<file path="config.mk">
export PLATFORM = sky130hd
export DESIGN_NAME = cacheline_fill
export DESIGN_NICKNAME = d
export VERILOG_FILES = /design/src/rtl/cacheline_fill_pkg.sv /design/src/rtl/cacheline_reg.sv /design/src/rtl/cacheline_fill.sv
export SDC_FILE = /design/constraint.sdc
export NUM_CORES = 1
export LEC_CHECK = 0
export CAP_MARGIN = 20
export CORE_ASPECT_RATIO = 0.9
export CORE_UTILIZATION = 38
export CTS_BUF_LIST = sky130_fd_sc_hd__clkbuf_4
export CTS_CLUSTER_SIZE = 40
export DETAILED_ROUTE_END_ITERATION = 16
export GPL_TIMING_DRIVEN = 0
export PLACE_DENSITY_LB_ADDON = 0.08
export SLEW_MARGIN = 20
export SYNTH_ARGS = -nofsm -noshare
export SYNTH_HDL_FRONTEND = slang
export SYNTH_SLANG_ARGS = --single-unit
</file>
<file path="constraint.sdc">
create_clock -name clk -period 7.2 [get_ports clk]
set_clock_uncertainty 0.05 [all_clocks]
set_input_delay 0.72 -clock clk [delete_from_list [all_inputs] [get_ports clk]]
set_output_delay 0.72 -clock clk [all_outputs]
set_load 0.05 [all_outputs]
</file>
<file path="src/rtl/cacheline_fill_pkg.sv">
`default_nettype none
// ============================================================================
// Module      : cacheline_fill_pkg
// Description : Shared command codes, line geometry and FSM encoding for the
//               cache line fill engine.
// Revision    : 1.0 - initial release
// ============================================================================
package cacheline_fill_pkg;

    localparam logic [1:0] CMD_IDLE  = 2'd0;
    localparam logic [1:0] CMD_WRITE = 2'd1;
    localparam logic [1:0] CMD_READ  = 2'd2;

    localparam int LINE_WORDS = 4;
    localparam int WORD_W     = 16;
    localparam int TAG_W      = 23;
    localparam int MADDR_W    = 25;

    typedef enum logic [1:0] {
        S_IDLE  = 2'd0,
        S_RDREQ = 2'd1,
        S_FILL  = 2'd2,
        S_WRREQ = 2'd3
    } state_t;

    // Word slot written by a burst beat; the 2-bit sum wraps mod LINE_WORDS.
    function automatic logic [1:0] beat_index(input logic [1:0] start,
                                              input logic [1:0] count);
        return start + count;
    endfunction

endpackage
`default_nettype wire

</file>
<file path="src/rtl/cacheline_reg.sv">
`default_nettype none
// ============================================================================
// Module      : cacheline_reg
// Description : Single cache line storage: four 16-bit words, per-word valid
//               bits and the line tag. Priority: invalidate > fill > update.
// Revision    : 1.0 - initial release
// ============================================================================
module cacheline_reg
    import cacheline_fill_pkg::*;
#(
    parameter logic [TAG_W-1:0] LINE_RESET_TAG = 23'h7FFFFF
)(
    input  logic                         clk,
    input  logic                         reset,
    input  logic                         invalidate,
    input  logic [TAG_W-1:0]             inv_tag,
    input  logic                         fill,
    input  logic [1:0]                   fill_idx,
    input  logic [WORD_W-1:0]            fill_data,
    input  logic                         update,
    input  logic [TAG_W-1:0]             upd_tag,
    input  logic [1:0]                   upd_idx,
    input  logic [WORD_W-1:0]            upd_data,
    output logic [TAG_W-1:0]             cache_addr,
    output logic [LINE_WORDS*WORD_W-1:0] cache_data_1d,
    output logic [LINE_WORDS-1:0]        cache_valid
);

    logic [WORD_W-1:0]     r_words [LINE_WORDS];
    logic [LINE_WORDS-1:0] r_valid;
    logic [TAG_W-1:0]      r_tag;
    logic                  w_hit;

    assign w_hit = (upd_tag == r_tag);

    always_ff @(posedge clk) begin
        if (reset) begin
            r_tag   <= LINE_RESET_TAG;
            r_valid <= '0;
            for (int i = 0; i < LINE_WORDS; i++) begin
                r_words[i] <= '0;
            end
        end else if (invalidate) begin
            // Data is left in place; only the valid bits gate its use.
            r_tag   <= inv_tag;
            r_valid <= '0;
        end else if (fill) begin
            r_words[fill_idx] <= fill_data;
            r_valid[fill_idx] <= 1'b1;
        end else if (update && w_hit) begin
            r_words[upd_idx] <= upd_data;
        end
    end

    generate
        for (genvar g = 0; g < LINE_WORDS; g++) begin : g_pack
            assign cache_data_1d[g*WORD_W +: WORD_W] = r_words[g];
        end
    endgenerate

    assign cache_addr  = r_tag;
    assign cache_valid = r_valid;

endmodule
`default_nettype wire

</file>
<file path="src/rtl/cacheline_fill.sv">
`default_nettype none
// ============================================================================
// Module      : cacheline_fill
// Description : Converts bus READ commands into 4-beat wrapped memory bursts
//               that fill the cache line, and WRITE commands into single-word
//               write-through memory writes.
// Revision    : 1.0 - initial release
// ============================================================================
module cacheline_fill
    import cacheline_fill_pkg::*;
#(
    parameter int               CRIT_FIRST     = 1,
    parameter logic [TAG_W-1:0] LINE_RESET_TAG = 23'h7FFFFF
)(
    input  logic                         clk,
    input  logic                         reset,
    input  logic [25:0]                  addr,
    input  logic [WORD_W-1:0]            wdata,
    input  logic [1:0]                   cmd_req,
    output logic                         cmd_ack,
    input  logic                         cache_invalid,
    input  logic                         cache_update,
    output logic [TAG_W-1:0]             cache_addr,
    output logic [LINE_WORDS*WORD_W-1:0] cache_data_1d,
    output logic [LINE_WORDS-1:0]        cache_valid,
    output logic                         mem_req,
    output logic                         mem_we,
    output logic [MADDR_W-1:0]           mem_addr,
    output logic [WORD_W-1:0]            mem_wdata,
    input  logic                         mem_ack,
    input  logic                         mem_rvalid,
    input  logic [WORD_W-1:0]            mem_rdata
);

    state_t             r_state;
    logic [1:0]         r_count;
    logic [MADDR_W-1:0] w_rd_addr;
    logic               w_fill;
    logic [1:0]         w_fill_idx;
    logic               w_unused;

    // Byte-lane select bit has no meaning on a 16-bit word port.
    assign w_unused = addr[0];

    generate
        if (CRIT_FIRST != 0) begin : g_crit_first
            assign w_rd_addr = addr[25:1];
        end else begin : g_line_start
            assign w_rd_addr = {addr[25:3], 2'b00};
        end
    endgenerate

    // Burst start word sits in mem_addr[1:0], which is stable for the burst.
    assign w_fill     = (r_state == S_FILL) && mem_rvalid;
    assign w_fill_idx = beat_index(mem_addr[1:0], r_count);

    always_ff @(posedge clk) begin
        if (reset) begin
            r_state   <= S_IDLE;
            r_count   <= 2'd0;
            cmd_ack   <= 1'b0;
            mem_req   <= 1'b0;
            mem_we    <= 1'b0;
            mem_addr  <= '0;
            mem_wdata <= '0;
        end else begin
            cmd_ack <= 1'b0;
            case (r_state)
                S_IDLE: begin
                    if (cmd_req == CMD_READ) begin
                        mem_req  <= 1'b1;
                        mem_we   <= 1'b0;
                        mem_addr <= w_rd_addr;
                        r_state  <= S_RDREQ;
                    end else if (cmd_req == CMD_WRITE) begin
                        mem_req   <= 1'b1;
                        mem_we    <= 1'b1;
                        mem_addr  <= addr[25:1];
                        mem_wdata <= wdata;
                        r_state   <= S_WRREQ;
                    end
                end
                S_RDREQ: begin
                    if (mem_ack) begin
                        mem_req <= 1'b0;
                        cmd_ack <= 1'b1;
                        r_count <= 2'd0;
                        r_state <= S_FILL;
                    end
                end
                S_FILL: begin
                    if (mem_rvalid) begin
                        r_count <= r_count + 2'd1;
                        if (r_count == 2'(LINE_WORDS - 1)) begin
                            r_state <= S_IDLE;
                        end
                    end
                end
                S_WRREQ: begin
                    if (mem_ack) begin
                        mem_req <= 1'b0;
                        cmd_ack <= 1'b1;
                        r_state <= S_IDLE;
                    end
                end
                default: r_state <= S_IDLE;
            endcase
        end
    end

    cacheline_reg #(
        .LINE_RESET_TAG (LINE_RESET_TAG)
    ) u_line (
        .clk           (clk),
        .reset         (reset),
        .invalidate    (cache_invalid),
        .inv_tag       (addr[25:3]),
        .fill          (w_fill),
        .fill_idx      (w_fill_idx),
        .fill_data     (mem_rdata),
        .update        (cache_update),
        .upd_tag       (addr[25:3]),
        .upd_idx       (addr[2:1]),
        .upd_data      (wdata),
        .cache_addr    (cache_addr),
        .cache_data_1d (cache_data_1d),
        .cache_valid   (cache_valid)
    );

endmodule
`default_nettype wire
</file>
==> reports/qor.csv <==
stage;metric;value;unit
flow_run;number of max-cap violations;0;
worst_hold_path;Hold Path Class;flip-flop to flip-flop;
clocking;worst-case clock buffer depth;2;
worst_setup_path;critical path's top delay family;simple AND/OR/NAND/NOR gates;
drt;DR pass1 iterations;6;
clocking;Post-CTS Setup Bufs;0;
yosys;Synth cell types;39;
floorplanning;initial core utilization;0.389;
drt;via count;4522;
worst_setup_path;crit start category;primary input;
global_route;initial antenna violation count;0;
layout;non-filler cells, final;938;
timing;shortest period the worst path allows;3.72;ns
worst_setup_path;crit path cell chain;clkdlybuf4s50_1 > nor2_2 > nand3_1 > or4_4 > nor3_1 > o211ai_1 > nand2b_1;
yosys;asr flop ratio synth;0;
timing;worst slew pin tran;1.03;ns
yosys;register bit total from synthesis;139;
drt;total wire length;15.8;mm
drt;ANT nets after route;0;
yosys;Post-Syn Area per Cell;10.6;sq um
layout;FF/Latch Area;3420;sq um
timing;Setup-failing EPs final;0;
worst_setup_path;Levels on crit path;7;
layout;layout cells sized above 1;0.0698;
timing;Tcrit/Tclk final;0.517;
drt;DR WL/cell;16.9;um
timing;TNS Setup;0;ns
global_route;largest net degree at the start of global routing;17;
clocking;clock tree root buffer cell;clkbuf_4;
worst_setup_path;max incr delay on CP;0.75;ns
pwr;peak supply drop;0.113;mV
worst_setup_path;slowest CP cell;nand2b_1;
floorplanning;Placeable Area;14000;sq um
global_route;total grt overflow;0;
worst_setup_path;Crit path buffers/inverters;1;
layout;ant diodes;0;
yosys;Seq/Total Area, Yosys;0.628;
layout;footprint of the multi-input gates;1820;sq um
pwr;Tot Pwr;1.85;mW
worst_setup_path;peak fanout along the critical path;16;
clocking;clk_lat worst skew;0.54;ns
yosys;cell area after synthesis;5450;sq um
global_route;vias in the first global route;4252;
worst_setup_path;Critical Path RT;7.33;ns
clocking;clk sink count;139;
pwr;PwrDens;233;nW/um^2
clocking;CTS H-Tree Depth;4;
global_route;Total GRT Usage;0.216;
worst_setup_path;Reg2Reg Depth;6;
timing;RSZ-0062 raised after global routing;no;
clocking;CTS Hold Bufs;0;
worst_setup_path;Crit. End Element;flip-flop;
yosys;Ys Warns;0;
drt;DRC violations left;0;
worst_hold_path;WHS Path Cells;2;
run_status;status;finished, final reports clean;
floorplanning;row count;41;
drt;Iter 0 DRT Violations;344;
worst_setup_path;crit path DAT;3.85;ns
clocking;Post-CTS Resized;0;
timing;max_slew headroom;0.309;
layout;synthesis-to-layout area growth;46.0;%
timing;hold_ws;0.411;ns
clocking;Num CTS Buffers;17;
timing;final hold viol count;0;
floorplanning;Die Wd;128;um
layout;layout net count;802;
yosys;EDFF count, synth;64;
placement;placed cell count;906;
clocking;CTS tree;done;
timing;Max Fclk;268;MHz
floorplanning;IO Count;201;
yosys;syn_nets;584;
placement;HPWL after DPL;12.1;mm
timing;final slew viol count;0;
layout;Fillers;1254;
floorplanning;die area;14800;sq um
floorplanning;Die H;116;um
layout;post-layout util;0.568;
yosys;Mapped Cells;514;
clocking;Clock transition at path regs;0.12;ns
global_route;first-pass GRT wire length;23.5;mm
worst_setup_path;Crit Path Class;primary input to flip-flop;
yosys;commonest register cell after synthesis;dfxtp_1;
placement;Port Buffers;198;
drt;vias per cell;4.82;
placement;gpl congestion;0.778;
pwr;Leakage;2.94;nW
==> cells in the final DEF, fill, tap and decap left out, types with 2 or more instances in the layout <==
cell	n
clkdlybuf4s50_1	198
nand2_1	88
dfxtp_1	75
edfxtp_1	64
nor2_1	53
a21oi_1	47
a211o_1	24
clkbuf_1	23
inv_1	21
and2_1	18
a22oi_1	17
clkbuf_4	17
xnor2_1	15
nor2_2	11
xor2_1	10
nor3_1	6
nor2b_1	6
clkinv_1	4
ha_1	4
inv_6	4
nand4_1	3
nand3_1	3
buf_2	3
buf_6	2
nand2b_1	2
clkinvlp_4	2
bufinv_16	2
clkinv_2	2
==> power breakdown <==
group          internal, mW  total, mW  switching, mW
clock network         0.205      0.502          0.297
logic                 0.154      0.444          0.290
registers             0.874      0.904         0.0300
total                  1.23       1.85          0.617
==> final timing paths <==
kind,from,end,slack (ns)
min reg2reg,mem_wdata[13],mem_wdata[13],0.41
max,cache_invalid,u_line.r_words[1][15],3.48
min,mem_wdata[13],mem_wdata[13],0.41
max reg2reg,u_line.cache_addr[12],u_line.r_words[1][15],3.88
==> metrics by stage <==
| stage | setup slack, ns | instance area, sq um |
|---|---|---|
| 3_3_place_gp | 2.45 | 7670 |
| 3_5_place_dp | 2.93 | 7680 |
| 5_1_grt | 3.30 | 7960 |
| 4_1_cts | 3.52 | 7960 |
| 6_report | 3.48 | 7960 |
| 2_1_floorplan | 3.73 | 5450 |
==> per-layer routing <==
metal / share of wire / GRT usage / routed length (um) / up-vias
met5: 0 / 0 / 0 / -
met4: 0.020 / 0.0902 / 321 / 0
met3: 0.061 / 0.0596 / 965 / 25
met2: 0.45 / 0.325 / 7050 / 150
met1: 0.47 / 0.295 / 7500 / 2154
li1: - / - / - / 2193
==> synth_stat cells, types with 4 or more instances <==
cell type | instances | share of area
ha_1 | 4 | 0.0092
xnor2_1 | 15 | 0.024
nor3_1 | 7 | 0.0064
and2_1 | 18 | 0.021
a21oi_1 | 47 | 0.043
nor2b_1 | 6 | 0.0069
edfxtp_1 | 64 | 0.35
a211o_1 | 24 | 0.039
nand2_1 | 88 | 0.061
a22oi_1 | 17 | 0.023
nor2_1 | 53 | 0.037
inv_1 | 21 | 0.014
clkbuf_1 | 23 | 0.016
dfxtp_1 | 75 | 0.28
xor2_1 | 10 | 0.016
nor2_2 | 11 | 0.013
==> cell type report <==
cell class,instances,share of cell area
clock inverters,15,0.0182
well taps,193,0.0304
inverters,22,0.0104
flip-flops and latches,139,0.430
multi-input cells,325,0.229
clock buffers,17,0.0160
repair buffers,199,0.250
plain buffers,28,0.0156
==> registers in the layout, summed over array words and instances, names as in the netlist <==
register / cells
u_line.cache_addr: 23
u_line.r_words: 64
mem_wdata: 16
mem_we: 1
cmd_ack: 1
mem_addr: 25
r_count: 2
r_state: 2
u_line.cache_valid: 4
mem_req: 1
==> logic make-up (layout without fill, tap and decap cells) <==
family                   Yosys count  after routing  synth area share
flip-flops                       139            139             0.628
XOR/XNOR                          25             25            0.0402
buffers and inverters             50            281            0.0379
AO/OA/AOI/OAI                     97             97             0.120
AND/OR/NAND/NOR                  199            199             0.165
adder cells (fa/ha/maj)            4              4           0.00919
==> tightest hold or removal path: cells and delay by family, from the launching register on <==
kind	cells	cell delay (ns)
AOI/OAI and AO/OA	1	0.05
and+or+nand+nor	1	0.05
DFF	1	0.33
Note: power is estimated with default switching activity, not from simulation.
